### src/rtl/boron_decrypt_core.sv
// rtl/boron_decrypt_core.sv - iterative BORON-64/80 decryption core (inverse rounds, backward key schedule)
// Optional build macro: BORON_DEC_KEY_CACHE_EN keeps the last master key's final round key to skip expansion.
module boron_decrypt_core #(
  parameter int ROUNDS = 25,
  parameter int KEY_W  = 80
) (
  input  logic             clk,
  input  logic             rst,
  input  logic             start_i,
  input  logic [63:0]      cipher_i,
  input  logic [KEY_W-1:0] key_i,
  output logic             ready_o,
  output logic             busy_o,
  output logic             valid_o,
  output logic [63:0]      data_o
);

  localparam logic [2:0] S_IDLE   = 3'd0;
  localparam logic [2:0] S_KEXP   = 3'd1;
  localparam logic [2:0] S_WHITEN = 3'd2;
  localparam logic [2:0] S_DEC    = 3'd3;
  localparam logic [2:0] S_DONE   = 3'd4;

  localparam logic [4:0]  LAST_C = 5'(ROUNDS - 1);
  localparam logic [4:0]  RND_C  = 5'(ROUNDS);
  // Nibble i of each table holds S(i) / S_inv(i).
  localparam logic [63:0] SBOX_TBL = 64'h6358_F02D_AC97_1B4E;
  localparam logic [63:0] SINV_TBL = 64'hB086_275C_4FD1_E93A;

  function automatic logic [15:0] ror16(input logic [15:0] x, input int r);
    return (x >> r) | (x << (16 - r));
  endfunction

  function automatic logic [79:0] ks(input logic [79:0] k, input logic [4:0] rc);
    logic [79:0] t;
    t = {k[66:0], k[79:67]};
    t[3:0] = SBOX_TBL[{t[3:0], 2'b00} +: 4];
    t[63:59] = t[63:59] ^ rc;
    return t;
  endfunction

  function automatic logic [79:0] ks_inv(input logic [79:0] k, input logic [4:0] rc);
    logic [79:0] t;
    t = k;
    t[63:59] = t[63:59] ^ rc;
    t[3:0] = SINV_TBL[{t[3:0], 2'b00} +: 4];
    return {t[12:0], t[79:13]};
  endfunction

  // Undo, in reverse order: word XOR mixing, per-word rotations, word shuffle, S-layer, key add.
  function automatic logic [63:0] inv_round(input logic [63:0] s, input logic [63:0] k);
    logic [15:0] w0, w1, w2, w3;
    logic [63:0] t;
    w0 = s[15:0];  w1 = s[31:16];  w2 = s[47:32];  w3 = s[63:48];
    w2 = w2 ^ w1;
    w0 = w0 ^ w3;
    w3 = w3 ^ w2;
    w1 = w1 ^ w0;
    w0 = ror16(w0, 1);
    w1 = ror16(w1, 4);
    w2 = ror16(w2, 7);
    w3 = ror16(w3, 9);
    t = {w1, w3, w0, w2};
    for (int n = 0; n < 16; n++) begin
      t[4*n +: 4] = SINV_TBL[{t[4*n +: 4], 2'b00} +: 4];
    end
    return t ^ k;
  endfunction

  logic [2:0]  state_q, state_d;
  logic [63:0] st_q, st_d;
  logic [79:0] kr_q, kr_d;
  logic [4:0]  cnt_q, cnt_d;
  logic [63:0] data_q, data_d;
  logic [79:0] kp;
  logic [63:0] st_nx;
  logic        accept;

`ifdef BORON_DEC_KEY_CACHE_EN
  logic [79:0] ck_key_q, ck_key_d;
  logic [79:0] ck_kr_q, ck_kr_d;
  logic        ck_vld_q, ck_vld_d;
`endif

  assign ready_o = (state_q == S_IDLE) || (state_q == S_DONE);
  assign busy_o  = (state_q == S_KEXP) || (state_q == S_WHITEN) || (state_q == S_DEC);
  assign valid_o = (state_q == S_DONE);
  assign data_o  = data_q;
  assign accept  = start_i && ready_o;

  always_comb begin
    state_d = state_q;
    st_d    = st_q;
    kr_d    = kr_q;
    cnt_d   = cnt_q;
    data_d  = data_q;
    kp      = ks_inv(kr_q, cnt_q);
    st_nx   = inv_round(st_q, kp[63:0]);
`ifdef BORON_DEC_KEY_CACHE_EN
    ck_key_d = ck_key_q;
    ck_kr_d  = ck_kr_q;
    ck_vld_d = ck_vld_q;
`endif
    case (state_q)
      S_IDLE, S_DONE: begin
        state_d = S_IDLE;
        if (accept) begin
          st_d    = cipher_i;
          kr_d    = key_i;
          cnt_d   = 5'd0;
          state_d = S_KEXP;
`ifdef BORON_DEC_KEY_CACHE_EN
          if (ck_vld_q && (ck_key_q == key_i)) begin
            kr_d    = ck_kr_q;
            state_d = S_WHITEN;
          end else begin
            ck_key_d = key_i;
            ck_vld_d = 1'b0;
          end
`endif
        end
      end
      S_KEXP: begin
        kr_d  = ks(kr_q, cnt_q + 5'd1);
        cnt_d = cnt_q + 5'd1;
        if (cnt_q == LAST_C) begin
          state_d = S_WHITEN;
`ifdef BORON_DEC_KEY_CACHE_EN
          ck_kr_d  = kr_d;
          ck_vld_d = 1'b1;
`endif
        end
      end
      S_WHITEN: begin
        st_d    = st_q ^ kr_q[63:0];
        cnt_d   = RND_C;
        state_d = S_DEC;
      end
      S_DEC: begin
        st_d  = st_nx;
        kr_d  = kp;
        cnt_d = cnt_q - 5'd1;
        if (cnt_q == 5'd1) begin
          state_d = S_DONE;
          data_d  = st_nx;
        end
      end
      default: state_d = S_IDLE;
    endcase
  end

  always_ff @(posedge clk or posedge rst) begin
    if (rst) begin
      state_q <= S_IDLE;
      st_q    <= '0;
      kr_q    <= '0;
      cnt_q   <= '0;
      data_q  <= '0;
    end else begin
      state_q <= state_d;
      st_q    <= st_d;
      kr_q    <= kr_d;
      cnt_q   <= cnt_d;
      data_q  <= data_d;
    end
  end

`ifdef BORON_DEC_KEY_CACHE_EN
  always_ff @(posedge clk or posedge rst) begin
    if (rst) begin
      ck_key_q <= '0;
      ck_kr_q  <= '0;
      ck_vld_q <= 1'b0;
    end else begin
      ck_key_q <= ck_key_d;
      ck_kr_q  <= ck_kr_d;
      ck_vld_q <= ck_vld_d;
    end
  end
`endif

endmodule

### config.mk
export PLATFORM = sky130hd
export DESIGN_NAME = boron_decrypt_core
export DESIGN_NICKNAME = d
export VERILOG_FILES = /design/src/rtl/boron_decrypt_core.sv
export SDC_FILE = /design/constraint.sdc
export NUM_CORES = 1
export LEC_CHECK = 0
export CELL_PAD_IN_SITES_DETAIL_PLACEMENT = 0
export CELL_PAD_IN_SITES_GLOBAL_PLACEMENT = 1
export CORE_MARGIN = 3
export CORE_UTILIZATION = 46
export CTS_CLUSTER_DIAMETER = 40
export DETAILED_ROUTE_END_ITERATION = 8
export GPL_ROUTABILITY_DRIVEN = 0
export PLACE_DENSITY = 0.88
export SLEW_MARGIN = 0
export SYNTH_ARGS = -nofsm -noshare
export SYNTH_HDL_FRONTEND = slang
export SYNTH_SLANG_ARGS = --single-unit
### constraint.sdc
create_clock -name clk -period 11.9 [get_ports clk]
set_clock_uncertainty 0.1 [all_clocks]
set_input_delay 2.975 -clock clk [delete_from_list [all_inputs] [get_ports clk]]
set_output_delay 2.975 -clock clk [all_outputs]
set_load 0.01 [all_outputs]
==> run metrics <==
outcome complete, no violations; arrival time at the worst endpoint 2630 ps; start point of the critical path state_q[0]; final count of pins violating max slew 0; worst min-delay path startpoint data_o[5]; most used standard cells in the synthesized netlist 348 x sky130_fd_sc_hd__nand2_1, 216 x sky130_fd_sc_hd__dfrtp_1, 124 x sky130_fd_sc_hd__a21oi_1; Routed WL per cell about 24 um; dominant register cell in the synthesized netlist sky130_fd_sc_hd__dfrtp_1; launch instance of the worst register-to-register path state_q[0]; Die Ht 191 um; setup repair after global routing missed its margin no; Post CTS Setup Buffer Count 0; global-route wire length before repair 84.8 mm; antenna cells 0; relative slew slack 23.5%; Hold Path Class flop to flop; number of cell rows 67; largest buffer count on any clock path 3; antenna violations before repair 0; fraction of the cycle the final worst path needs between 40% and 50%; average via count per standard cell about 6.0; Worst Hold Path EP data_o[5]; H-tree depth reported by CTS 2; largest net degree at the start of global routing 100; post-synthesis instance area 0.0157 mm^2; Clk Latency, worst-skew pair 530 ps; post-synthesis net count 2004; largest cells by area after synthesis sky130_fd_sc_hd__dfrtp_1 34%, sky130_fd_sc_hd__nand2_1 8.3%, sky130_fd_sc_hd__xor2_1 5.6%, sky130_fd_sc_hd__xnor2_1 5.0%, sky130_fd_sc_hd__ha_1 4.6%; number of cells on the worst reg-to-reg path 7; transition time at the pin with the least slew margin 1150 ps; starting DRC count in detailed routing 1695; overall global routing resource usage a little under a third; DPL Wire Length 41.2 mm; share of flip-flops with an asynchronous set or reset 100%; TritonCTS clock tree done; IO buf count 213; maximum resistive drop on vdd approximately 0.000076 V; TritonCTS buffer count 37; Worst R2R Setup Slack 8400 ps; number of cells on the worst hold path 2; initial standard-cell utilization of the core 46.8%; path type of the worst setup path flop to output pin; count of fill cells added during filler insertion slightly below 3000; data required time of the critical path 8830 ps; total setup violations reported at the end of the flow 0; number of ports placed on the die boundary roughly 210; DIE AREA around 0.036 mm^2; number of routed nets with antenna violations 0; Root Buffer Master sky130_fd_sc_hd__clkbuf_16; capturing point of the worst reg2reg path st_q[14]; floorplan die width 191 um; area growth from synthesis to final layout 22.3%; Final min period 5710 ps; total count of hold-check failures in the final report 0; Pleak roughly 8.1 nW; post-synth top area share 34.3%; critical path endpoint category output pin; Yosys reg bits 216; number of synthesis warnings 0; Post-CTS Resized 0; Maximum Capacitance Violations 0; number of global-route vias before repair roughly 14000; fraction of the core area covered by cells at the end of the flow 57.3%; placeable core region 0.0336 mm^2; Post-CTS Hold Buffers 0; Remaining DRCs 0; Max Clock Freq 175 MHz; Critical Path Start Type flop; post-layout net count 2123; # clock sinks 216; power density of the placed cells 97.7 mW/mm^2; Congestion Overflow GR 0; most area-hungry cell type in the Yosys netlist sky130_fd_sc_hd__dfrtp_1; drt first pass iters 5; post-layout total power roughly 1.9 mW; worst-path fanout max 18; part of the Yosys area used for sequential elements approximately 34%; Cell variety after synth 57; most common cell in the netlist sky130_fd_sc_hd__nand2_1; register clock-pin slew on the reported worst setup and hold paths 60 ps; Post-Synthesis Cells 1799; setup TNS 0 ps; routed wire length 56.8 mm; post-synthesis average cell area 8.75 um^2; Post-synth EDFFs 0; share of layout cells above drive strength 1 7.61%; via count between 10000 and 15000
## worst max path at each step
stage          endpoint  slack [ps]  depth (start not counted)
3_3_place_gp   cnt_q[2]        6230                          6
4_1_cts          busy_o        6220                          3
5_1_grt          busy_o        6080                          3
3_5_place_dp   cnt_q[2]        6130                          6
6_report         busy_o        6190                          3
2_1_floorplan  cnt_q[0]        2920                          1
## per-stage QoR
stage	cell area (um^2)	worst slack (ps)	instances	hold WS, ps
after global placement	18000	6230	2327	357
after floorplan	15700	2920	1799	414
after global routing	19300	6080	2394	398
after CTS	19300	6220	2394	376
after detailed placement	18000	6130	2327	362
final	19300	6190	2394	372
## report_power, final
part           leakage, nW  switching (mW)  internal [mW]  total [mW]
clock                0.605           0.421          0.652        1.07
combinational         5.00          0.0292         0.0431      0.0723
sequential            2.52               0          0.735       0.735
total                 8.12           0.450           1.43        1.88
## cell families after synthesis
family / Yosys count / share of synthesized area [%]
and+or+nand+nor: 526 / 14.2
xor gates and xnor gates: 232 / 16.2
AOI/OAI and AO/OA: 487 / 19.1
buffers and inverters: 196 / 4.89
muxes: 78 / 6.24
adders and majority gates: 64 / 4.99
DFF: 216 / 34.3
## cell usage in the layout (no fill, tap or decap), drive strengths merged, types with 4 or more instances in the layout
cell	synthesis	routed
inv	50	59
nand2b	5	5
a21oi	124	124
o21ai	123	123
xor3	14	14
a31oi	89	89
o221ai	6	6
xor2	108	108
xnor2	98	98
o211a	4	4
nand3	9	9
a221oi	7	7
mux2i	34	34
nor3	14	14
dfrtp	216	216
nor2b	47	47
mux4	12	12
clkbuf	111	43
o31ai	5	5
a221o	15	15
nand2	348	348
nor2	67	67
xnor3	12	12
a211oi	86	86
maj3	6	6
buf	34	12
mux2	32	32
clkdlybuf4s50	0	213
ha	58	58
and2	21	21
clkinv	1	11
nor3b	7	7
o211ai	11	11
## final cells by class
type	count	area, um^2	area share, %
clock buffer	43	978	5.08
sequential	216	5410	28.1
inverter	51	199	1.03
timing repair buffer	225	2220	11.5
multi-input combinational	1387	9610	49.9
tap	448	561	2.91
clock inverter	24	273	1.42
## state kept, by name (all words and copies together) (netlist names)
register	cells
cnt_q	5
data_o	64
kr_q	80
st_q	64
state_q	3
## per-layer routing
layer / global-route usage (%) / routed length (um) / share of wire (%)
met5: 0 / 0 / 0
met2: 48.0 / 25700 / 45
met1: 41.9 / 22600 / 40
met3: 5.89 / 5920 / 10
met4: 12.3 / 2590 / 4.6
## worst max-delay path: stages, from the launching register on
cell                              delay, ps
sky130_fd_sc_hd__dfrtp_1                860
sky130_fd_sc_hd__nor2_1                 300
sky130_fd_sc_hd__nor2_1                 350
sky130_fd_sc_hd__clkdlybuf4s50_1        610
Note: power is estimated with default switching activity, not from simulation.
